**config.mk**
```make
export PLATFORM = sky130hd
export DESIGN_NAME = count_window_sched
export DESIGN_NICKNAME = d
export VERILOG_FILES = /design/src/rtl/count_window_sched.sv
export SDC_FILE = /design/constraint.sdc
export NUM_CORES = 1
export LEC_CHECK = 0
export ABC_CLOCK_PERIOD_IN_PS = 3200
export BUFFER_PORTS_ARGS = -buffer_cell sky130_fd_sc_hd__buf_2
export CAP_MARGIN = 20
export CORE_MARGIN = 2
export CORE_UTILIZATION = 39
export DETAILED_ROUTE_END_ITERATION = 7
export MAX_ROUTING_LAYER = met4
export PLACE_DENSITY = 0.64
export SETUP_SLACK_MARGIN = 0.3
export SLEW_MARGIN = 20
export SYNTH_ARGS = -nofsm -noshare
export SYNTH_HDL_FRONTEND = slang
export SYNTH_SLANG_ARGS = --single-unit
export TNS_END_PERCENT = 50
```
**constraint.sdc**
```tcl
create_clock -name clk -period 3.2 [get_ports clk]
set_input_delay 0.64 -clock clk [delete_from_list [all_inputs] [get_ports clk]]
set_output_delay 0.64 -clock clk [all_outputs]
set_load 0.03 [all_outputs]
```
**src/rtl/count_window_sched.sv**
```systemverilog
// Round-robin scheduler that lends a shared counter to one requester at a time
// for a window of N enabled cycles and reports the captured count back.
module count_window_sched #(
    parameter int NREQ  = 4,
    parameter int LEN_W = 8,
    parameter int CNT_W = 16
) (
    input  logic                     clk,
    input  logic                     rst,
    input  logic [NREQ-1:0]          req_valid,
    input  logic [NREQ*LEN_W-1:0]    req_len,
    output logic [NREQ-1:0]          req_ready,
    input  logic                     abort,
    output logic                     cnt_clr,
    output logic                     cnt_en,
    input  logic [CNT_W-1:0]         cnt_val,
    output logic                     res_valid,
    output logic [$clog2(NREQ)-1:0]  res_id,
    output logic [CNT_W-1:0]         res_data,
    input  logic                     res_ready,
    output logic                     busy
);

    localparam int ID_W = $clog2(NREQ);

    typedef enum logic [2:0] {
        S_IDLE,
        S_CLEAR,
        S_RUN,
        S_SETTLE,
        S_REPORT
    } state_t;

    state_t            r_state;
    logic [ID_W-1:0]   r_last_grant;
    logic [ID_W-1:0]   r_id;
    logic [LEN_W-1:0]  r_len;
    logic              r_cnt_clr;
    logic              r_cnt_en;
    logic              r_res_valid;
    logic [ID_W-1:0]   r_res_id;
    logic [CNT_W-1:0]  r_res_data;
    logic              r_busy;

    logic              w_found;
    logic [ID_W-1:0]   w_win;
    logic [LEN_W-1:0]  w_win_len;
    logic [NREQ-1:0]   w_req_ready;

    // Walk the requesters once, starting just after the last grant.
    always_comb begin : rr_search
        logic [ID_W-1:0] v_idx;
        w_found = 1'b0;
        w_win   = '0;
        v_idx   = (r_last_grant == ID_W'(NREQ-1)) ? '0 : r_last_grant + 1'b1;
        for (int k = 0; k < NREQ; k++) begin
            if (!w_found && req_valid[v_idx]) begin
                w_found = 1'b1;
                w_win   = v_idx;
            end
            v_idx = (v_idx == ID_W'(NREQ-1)) ? '0 : v_idx + 1'b1;
        end
    end

    always_comb begin
        w_win_len = '0;
        for (int i = 0; i < NREQ; i++) begin
            if (w_win == ID_W'(i)) w_win_len = req_len[i*LEN_W +: LEN_W];
        end
    end

    // NOTE: the accept pulse must be combinational so a request dropped before
    // the edge is never granted; it is gated by rst because it bypasses the flops.
    always_comb begin
        w_req_ready = '0;
        if (!rst && r_state == S_IDLE && w_found) w_req_ready[w_win] = 1'b1;
    end

    // NOTE: every register here uses <= so all of them see pre-edge values.
    always_ff @(posedge clk or posedge rst) begin
        if (rst) begin
            r_state      <= S_IDLE;
            r_last_grant <= ID_W'(NREQ-1);
            r_id         <= '0;
            r_len        <= '0;
            r_cnt_clr    <= 1'b0;
            r_cnt_en     <= 1'b0;
            r_res_valid  <= 1'b0;
            r_res_id     <= '0;
            r_res_data   <= '0;
            r_busy       <= 1'b0;
        end else begin
            case (r_state)
                S_IDLE: begin
                    if (w_found) begin
                        r_state      <= S_CLEAR;
                        r_last_grant <= w_win;
                        r_id         <= w_win;
                        r_len        <= w_win_len;
                        r_cnt_clr    <= 1'b1;
                        r_busy       <= 1'b1;
                    end
                end
                S_CLEAR: begin
                    r_cnt_clr <= 1'b0;
                    if (abort) begin
                        r_state <= S_IDLE;
                        r_busy  <= 1'b0;
                    end else if (r_len == '0) begin
                        r_state <= S_SETTLE;
                    end else begin
                        r_state  <= S_RUN;
                        r_cnt_en <= 1'b1;
                    end
                end
                S_RUN: begin
                    if (abort) begin
                        r_state  <= S_IDLE;
                        r_cnt_en <= 1'b0;
                        r_busy   <= 1'b0;
                    end else if (r_len == LEN_W'(1)) begin
                        r_state  <= S_SETTLE;
                        r_cnt_en <= 1'b0;
                    end else begin
                        r_len <= r_len - 1'b1;
                    end
                end
                S_SETTLE: begin
                    // Counter has absorbed the last enable by now; sample it here.
                    if (abort) begin
                        r_state <= S_IDLE;
                        r_busy  <= 1'b0;
                    end else begin
                        r_state     <= S_REPORT;
                        r_res_valid <= 1'b1;
                        r_res_data  <= cnt_val;
                        r_res_id    <= r_id;
                    end
                end
                S_REPORT: begin
                    if (res_ready) begin
                        r_state     <= S_IDLE;
                        r_res_valid <= 1'b0;
                        r_busy      <= 1'b0;
                    end
                end
                default: begin
                    r_state     <= S_IDLE;
                    r_cnt_clr   <= 1'b0;
                    r_cnt_en    <= 1'b0;
                    r_res_valid <= 1'b0;
                    r_busy      <= 1'b0;
                end
            endcase
        end
    end

    assign req_ready = w_req_ready;
    assign cnt_clr   = r_cnt_clr;
    assign cnt_en    = r_cnt_en;
    assign res_valid = r_res_valid;
    assign res_id    = r_res_id;
    assign res_data  = r_res_data;
    assign busy      = r_busy;

endmodule

```
==> impl_summary.txt, run 1 <==
----------------------------------------------------
[Logic synthesis]
  Largest area contributor in the netlist ... sky130_fd_sc_hd__dfrtp_1
  Most common cell in the synthesized netlist ... sky130_fd_sc_hd__dfrtp_1
  Number of enable flip-flop cells after synthesis ... 0
  Syn Area/Cell ... 10.2 sq um
  Leading post-synthesis cells by instance count ... sky130_fd_sc_hd__dfrtp_1 (35), sky130_fd_sc_hd__mux2_2 (18)
  Top FF cell, synth ... sky130_fd_sc_hd__dfrtp_1
  Fraction of synthesized cell area taken by the top area cell type ... 41.5%
  Count of warnings emitted by yosys ... 0
  Sequential area share after synthesis ... 44.0%
  Syn Std Cell Area ... 2110 sq um
  Synthesized flop and latch total ... 37
  Post-synthesis instance total ... 207
  Post-synthesis cell type count ... 52
  Async set or reset register ratio after synthesis ... 100%
  Main area contributors after synthesis ... sky130_fd_sc_hd__dfrtp_1 (41%), sky130_fd_sc_hd__mux2_2 (9.6%), sky130_fd_sc_hd__a21oi_1 (2.6%), sky130_fd_sc_hd__o21ai_1 (2.6%), sky130_fd_sc_hd__dfstp_2 (2.5%)
  Post-Syn Nets ... 266

[Routing]
  Number of routed nets with antenna violations ... 0
  First-pass DRT Iterations ... 4
  Vias per Instance ... 5.57
  DR vias ... 2026
  Routed wire length per instance ... 15.4 um
  DR iter-0 viols ... 110
  DRC violation count after routing ... 0
  Aggregate routed wire length ... 5.61 mm

[Timing]
  Slew Limit Headroom ... 48.0%
  Count of final hold-check violations ... 0
  Maximum clock rate ... 349 MHz
  Setup total negative slack ... 0 ns
  Setup repair after global routing missed its margin ... yes
  Final cycle utilization of the critical path ... 89.5%
  Maximum clock skew at final layout ... 0.00382 ns
  Slew at the pin with the worst max-slew slack ... 0.774 ns
  Final Max Tran Viols ... 0
  Min Clock Period, post-route ... 2.86 ns
  # setup viols final ... 0

[Power and ir drop]
  Proportion of power drawn by combinational gates ... 55.5%
  Power density over the cells ... 1080 nW/um^2
  Peak supply drop ... 0.478 mV
  Seq pwr share ... 30.4%
  Static Leak ... 1.27 nW
  Clock power frac ... 14.1%
  Switching Power ... 1.35 mW
  Cell-internal power ... 1.60 mW
  Sw frac ... 45.7%

[Run]
  Maximum Capacitance Violations ... 0

[Floorplanning]
  Die Wd ... 77.6 um
  Placement row count ... 26
  Die outline area ... 6020 sq um
  Initial core utilization ... 40.8%
  I/O pin count ... 82
  Core box area ... 5170 sq um
  Vert. Die Dim ... 77.6 um

[Critical path]
  Startpoint type of the worst setup path ... register
  CP required ... 2.56 ns
  Category of the worst setup path capture point ... output pin
  Critical Path AT ... 2.22 ns
  Critical path class ... reg -> out
  Maximum fanout count along the critical path ... 6

[Global route]
  Total global-route track usage ... 19.7%
  Vias in the first global route ... 1963
  Initial antenna violation count ... 0
  First-pass GRT wire length ... 9.27 mm
  Overflow after GRT ... 0
  Largest net degree at the start of global routing ... 38

[Placed design]
  Placed instance count ... 355
  Detailed placement HPWL ... 4.31 mm
  Quantity of I/O buffers inserted on ports ... 81
  Global placer's final weighted congestion ... 0.872

[Clock tree]
  H-tree depth ... 2
  Number of buffers created by CTS ... 5
  Skew-Pair Late Insertion Delay ... 0.28 ns
  CTS tree ... done
  Cell chosen for the clock root ... sky130_fd_sc_hd__clkbuf_8
  TritonCTS Sinks ... 37
  Post-cts hold buffer count ... 0
  Clock edge transition at the registers on the reported setup and hold paths ... 0.07 ns
  Maximum number of buffers from clock root to sink ... 2

[Finish]
  Fin nets ... 352
  Share of layout cells above drive strength 1 ... 43.5%
  Final cell count without fillers ... 364
  Ant. Diodes ... 0
  Layout overhead on the synthesized area ... 30.1%

[Worst hold path]
  Class of the tightest hold or removal check ... reg -> reg

[Outcome]
  Outcome ... complete, no violations

----------------------------------------------------
-- critical path, cell delays in order, from the launching register on --
cell and delay (ns):
sky130_fd_sc_hd__dfstp_2 0.57, sky130_fd_sc_hd__ha_1 0.33, sky130_fd_sc_hd__o211a_1 0.19, sky130_fd_sc_hd__a211oi_1 0.56, sky130_fd_sc_hd__nor3_1 0.08, sky130_fd_sc_hd__buf_2 0.20
-- power groups by stage --
stage	sequential [mW]	combinational, mW	clock, mW
5_1_grt	0.942	1.78	0.453
4_1_cts	0.898	1.62	0.426
3_5_place_dp	0.906	1.61	0
6_report	0.898	1.64	0.417
3_3_place_gp	0.897	1.60	0
2_1_floorplan	1.13	0.943	0
-- cell families (layout without fill, tap and decap cells) --
kind of cell	count (synthesis)	after routing	synth area share [%]
buf+inv	15	102	3.38
simple gates	60	60	15.6
xor+xnor	1	1	0.415
fa+ha+maj	3	3	1.78
compound gates	72	72	24.8
flops	37	37	44.0
mux	19	19	10.1
-- metrics by stage --
stage          instance area (sq um)  setup slack (ns)  total power, mW  util (%)  hold WS (ns)
2_1_floorplan                   2120             0.202             2.07         -         0.448
3_3_place_gp                    2610             0.536             2.49      50.4         0.461
3_5_place_dp                    2610             0.482             2.52      50.4         0.460
4_1_cts                         2720             0.315             2.94      52.6         0.472
5_1_grt                         2750             0.188             3.17      53.1         0.497
6_report                        2750             0.337             2.95      53.1         0.467
-- layer usage --
layer  global-route usage [%]  vias up  wire, um
met5                        -        -         0
met4                     6.43        0        75
met3                     2.67        8       270
met2                     32.8       65      2860
met1                     24.9      980      2400
li1                         -      973         -
-- layout by cell type (no fill, tap or decap), types with 6 or more instances in the layout --
| cell | count |
|---|---|
| sky130_fd_sc_hd__dfrtp_1 | 35 |
| sky130_fd_sc_hd__buf_4 | 7 |
| sky130_fd_sc_hd__inv_1 | 6 |
| sky130_fd_sc_hd__mux2_2 | 18 |
| sky130_fd_sc_hd__nand3_1 | 10 |
| sky130_fd_sc_hd__buf_2 | 81 |
| sky130_fd_sc_hd__a21oi_1 | 11 |
| sky130_fd_sc_hd__nand2_1 | 11 |
| sky130_fd_sc_hd__o21ai_0 | 8 |
| sky130_fd_sc_hd__nor2_1 | 11 |
| sky130_fd_sc_hd__o21ai_1 | 11 |
| sky130_fd_sc_hd__nor3_1 | 7 |
| sky130_fd_sc_hd__clkbuf_8 | 6 |
-- cell type report --
type,count,area (sq um)
Fill cell,480,2430
Multi-Input combinational cell,155,1130
Sequential cell,37,928
Timing Repair Buffer,88,458
Tap cell,70,87.6
Clock buffer,7,86.3
Clock inverter,1,30.0
Inverter,6,22.5
-- sequential cells by signal, indices dropped and copies added, names as in the netlist, 2 cells and up --
signal        flops
r_id              2
r_state           3
r_last_grant      2
res_data         16
r_len             8
res_id            2
-- repair_timing --
action / 4_1_cts / 5_1_grt
hold endpoints to repair: 0 / 0
gates resized for setup: 0 / 3
setup endpoints to repair: 0 / 3
buffers inserted: 0 / 1
-- path summary, 6_finish.rpt --
kind,startpoint,end,slack (ns),cells past startpoint
worst min register to register,r_last_grant[1],r_last_grant[1],0.47,2
worst min-delay path,r_last_grant[1],r_last_grant[1],0.47,2
worst max-delay path,r_last_grant[0],req_ready[2],0.34,5
min in group asynchronous,rst,r_id[0],0.52,3
max in group asynchronous,rst,r_last_grant[0],2.33,3
worst max register to register,r_last_grant[0],r_len[7],0.94,8
(Power assumes the default switching activity.)
==> run 2, diff against run 1 <==
- ABC_CLOCK_PERIOD_IN_PS: 3200 -> 2850
- clock period: 3.2 -> 2.85 ns (I/O delays scaled with it)
==> run 2 against run 1 <==
Net effect:
- utilization grew 2.2 points
- sequential share of layout area shrank 1.4 points
- largest cell class unchanged
- sequential cell count is the same
- largest power group unchanged
- cell count grew 1.9%
- total power grew 16%
- worst setup slack lost 0.031 ns
- count of clock-buffer cells in the layout is the same
- die area is the same
==> impl_summary.txt, run 2 (synthesis results as in run 1) <==
----------------------------------------------------
[Outcome]
  Outcome ... complete, no violations (unchanged)

[Power and ir drop]
  Power density over the cells ... 1200 nW/um^2 (was 1080 nW/um^2)
  Static Leak ... 1.30 nW (was 1.27 nW)
  Final total power ... 3.43 mW (was 2.95 mW)
  Peak supply drop ... 0.427 mV (was 0.478 mV)
  Clock power frac ... 10.9% (was 14.1%)
  Seq pwr share ... 30.0% (was 30.4%)
  Proportion of power drawn by combinational gates ... 59.1% (was 55.5%)
  Sw frac ... 46.4% (was 45.7%)
  Switching Power ... 1.59 mW (was 1.35 mW)
  Cell-internal power ... 1.84 mW (was 1.60 mW)

[Timing]
  Final Max Tran Viols ... 0 (unchanged)
  Maximum clock rate ... 393 MHz
  # setup viols final ... 0 (unchanged)
  Setup total negative slack ... 0 ns (unchanged)
  Slew at the pin with the worst max-slew slack ... 0.720 ns (was 0.774 ns)
  Maximum clock skew at final layout ... 0.00865 ns (was 0.00382 ns)
  Count of final hold-check violations ... 0 (unchanged)
  Final cycle utilization of the critical path ... 89.3%
  Setup repair after global routing missed its margin ... yes (unchanged)
  Slew Limit Headroom ... 51.6% (was 48.0%)
  Min Clock Period, post-route ... 2.54 ns

[Global route]
  Largest net degree at the start of global routing ... 38 (unchanged)
  Overflow after GRT ... 0 (unchanged)
  Vias in the first global route ... 2028 (was 1963)
  Total global-route track usage ... 20.3% (was 19.7%)
  Initial antenna violation count ... 0 (unchanged)
  First-pass GRT wire length ... 9.46 mm (was 9.27 mm)

[Clock tree]
  Number of buffers created by CTS ... 5 (unchanged)
  TritonCTS Sinks ... 37 (unchanged)
  Skew-Pair Late Insertion Delay ... 0.28 ns (about the same)
  Clock edge transition at the registers on the reported setup and hold paths ... 0.07 ns (about the same)
  CTS tree ... done (unchanged)
  H-tree depth ... 2 (unchanged)
  Cell chosen for the clock root ... sky130_fd_sc_hd__clkbuf_8 (unchanged)
  Maximum number of buffers from clock root to sink ... 2 (unchanged)

[Routing]
  DRC violation count after routing ... 0 (unchanged)
  Number of routed nets with antenna violations ... 0 (unchanged)
  First-pass DRT Iterations ... 4 (unchanged)
  Aggregate routed wire length ... 5.62 mm (was 5.61 mm)
  DR iter-0 viols ... 90 (was 110)
  DR vias ... 2038 (was 2026)
  Vias per Instance ... 5.49 (was 5.57)
  Routed wire length per instance ... 15.2 um (was 15.4 um)

[Run]
  Maximum Capacitance Violations ... 0 (unchanged)

[Floorplanning]
  Placement row count ... 26 (unchanged)
  Die outline area ... 6020 sq um (unchanged)
  Vert. Die Dim ... 77.6 um (unchanged)
  I/O pin count ... 82 (unchanged)
  Die Wd ... 77.6 um (unchanged)
  Core box area ... 5170 sq um (unchanged)
  Initial core utilization ... 40.8% (unchanged)

[Placed design]
  Quantity of I/O buffers inserted on ports ... 81 (unchanged)
  Global placer's final weighted congestion ... 0.877 (was 0.872)
  Detailed placement HPWL ... 4.17 mm (was 4.31 mm)

[Finish]
  Fin nets ... 359 (was 352)
  Leading cell types in the layout, fill and taps excluded ... sky130_fd_sc_hd__buf_2 (78), sky130_fd_sc_hd__dfrtp_1 (35), sky130_fd_sc_hd__mux2_2 (18), sky130_fd_sc_hd__buf_4 (16), sky130_fd_sc_hd__a21oi_1 (11) (was sky130_fd_sc_hd__buf_2 (81), sky130_fd_sc_hd__dfrtp_1 (35), sky130_fd_sc_hd__mux2_2 (18))
  Layout overhead on the synthesized area ... 35.5% (was 30.1%)
  Most common library cell in the layout ignoring fill and taps ... sky130_fd_sc_hd__buf_2 (unchanged)
  Share of layout cells above drive strength 1 ... 48.2% (was 43.5%)
  Fill cell instance count of the final layout ... 462 (was 480)
  Ant. Diodes ... 0 (unchanged)
  Flip-flop count of the largest register, all copies and words added ... 16 (unchanged)

[Critical path]
  Maximum fanout count along the critical path ... 5 (was 6)
  Worst-path cell chain ... ha_4, o211a_4, a31oi_4, nand2_2, nor4_4, buf_6 (was ha_1, o211a_1, a211oi_1, nor3_1, buf_2)
  Critical path class ... reg -> out (unchanged)
  Critical Path AT ... 1.97 ns (was 2.22 ns)
  Library cell contributing the largest single delay on the critical path ... sky130_fd_sc_hd__dfstp_2 (unchanged)
  Category of the worst setup path capture point ... output pin (unchanged)
  Startpoint type of the worst setup path ... register (unchanged)
  Crit-path max cell delay ... 0.60 ns (was 0.57 ns)
  Cell family with the largest share of critical-path delay ... flip-flops (was compound AO/OA/AOI/OAI gates)
  CP required ... 2.28 ns (was 2.56 ns)
  WP buf/inv ... 1 (unchanged)

[Worst hold path]
  Class of the tightest hold or removal check ... in -> async (was reg -> reg)

----------------------------------------------------
[run 2: power groups by stage]
stage | clock network [mW] | logic [mW] | registers (mW)
2_1_floorplan | 0 | 1.07 | 1.26
3_3_place_gp | 0 | 1.80 | 1.02
3_5_place_dp | 0 | 1.82 | 1.03
4_1_cts | 0.389 | 1.94 | 1.03
5_1_grt | 0.414 | 2.20 | 1.08
6_report | 0.375 | 2.03 | 1.03
[run 2: final timing paths]
check,cells after the start,startpoint,slack (ns),endpoint
worst max-delay path,6,r_last_grant[0],0.31,req_ready[1]
worst min-delay path,3,rst,0.46,res_id[1]
worst max register to register,5,r_state[1],0.56,r_len[4]
worst min register to register,2,r_id[1],0.48,r_id[1]
max in group asynchronous,3,rst,2.04,r_last_grant[0]
min in group clk,2,r_id[1],0.48,r_id[1]
[run 2: metal layers]
metal / global-route usage [%] / wire [um] / part of all wire [%] / up-vias
met5: - / 0 / 0 / -
li1: - / - / - / 983
met1: 26.3 / 2530 / 45 / 997
met3: 4.53 / 256 / 4.6 / 2
met4: 5.71 / 41 / 0.73 / 0
met2: 32.1 / 2800 / 50 / 56
[run 2: final cells by class]
class	instances	area, sq um	area share [%]
sequential	37	928	32.5
multi-input combinational	155	1210	42.2
inverter	6	22.5	0.787
clock buffer	7	86.3	3.02
timing repair buffer	95	522	18.2
clock inverter	1	7.51	0.262
tap	70	87.6	3.06
[run 2: through the flow]
step / hold WS, ns / instance area, sq um / cells / setup WS, ns / utilization (%)
final: 0.457 / 2860 / 371 / 0.305 / 55.3
after global routing: 0.486 / 2860 / 371 / 0.213 / 55.3
after CTS: 0.449 / 2800 / 368 / 0.297 / 54.1
after detailed placement: 0.472 / 2620 / 356 / 0.381 / 50.7
after global placement: 0.460 / 2620 / 356 / 0.425 / 50.7
after floorplan: 0.448 / 2120 / 207 / 0.115 / -
[run 2: tightest hold or removal path: stages]
cell,delay (ns)
sky130_fd_sc_hd__buf_2,0.14
sky130_fd_sc_hd__inv_1,0.06
sky130_fd_sc_hd__buf_4,0.40
[run 2: timing repair]
item / CTS / global route
hold buffers: 0 / 0
endpoints found under the hold margin: 0 / 0
buffers inserted: 4 / 3
pin swaps: 4 / 7
gates resized for setup: 13 / 7
cloned: 0 / 0
setup endpoints to repair: 4 / 4
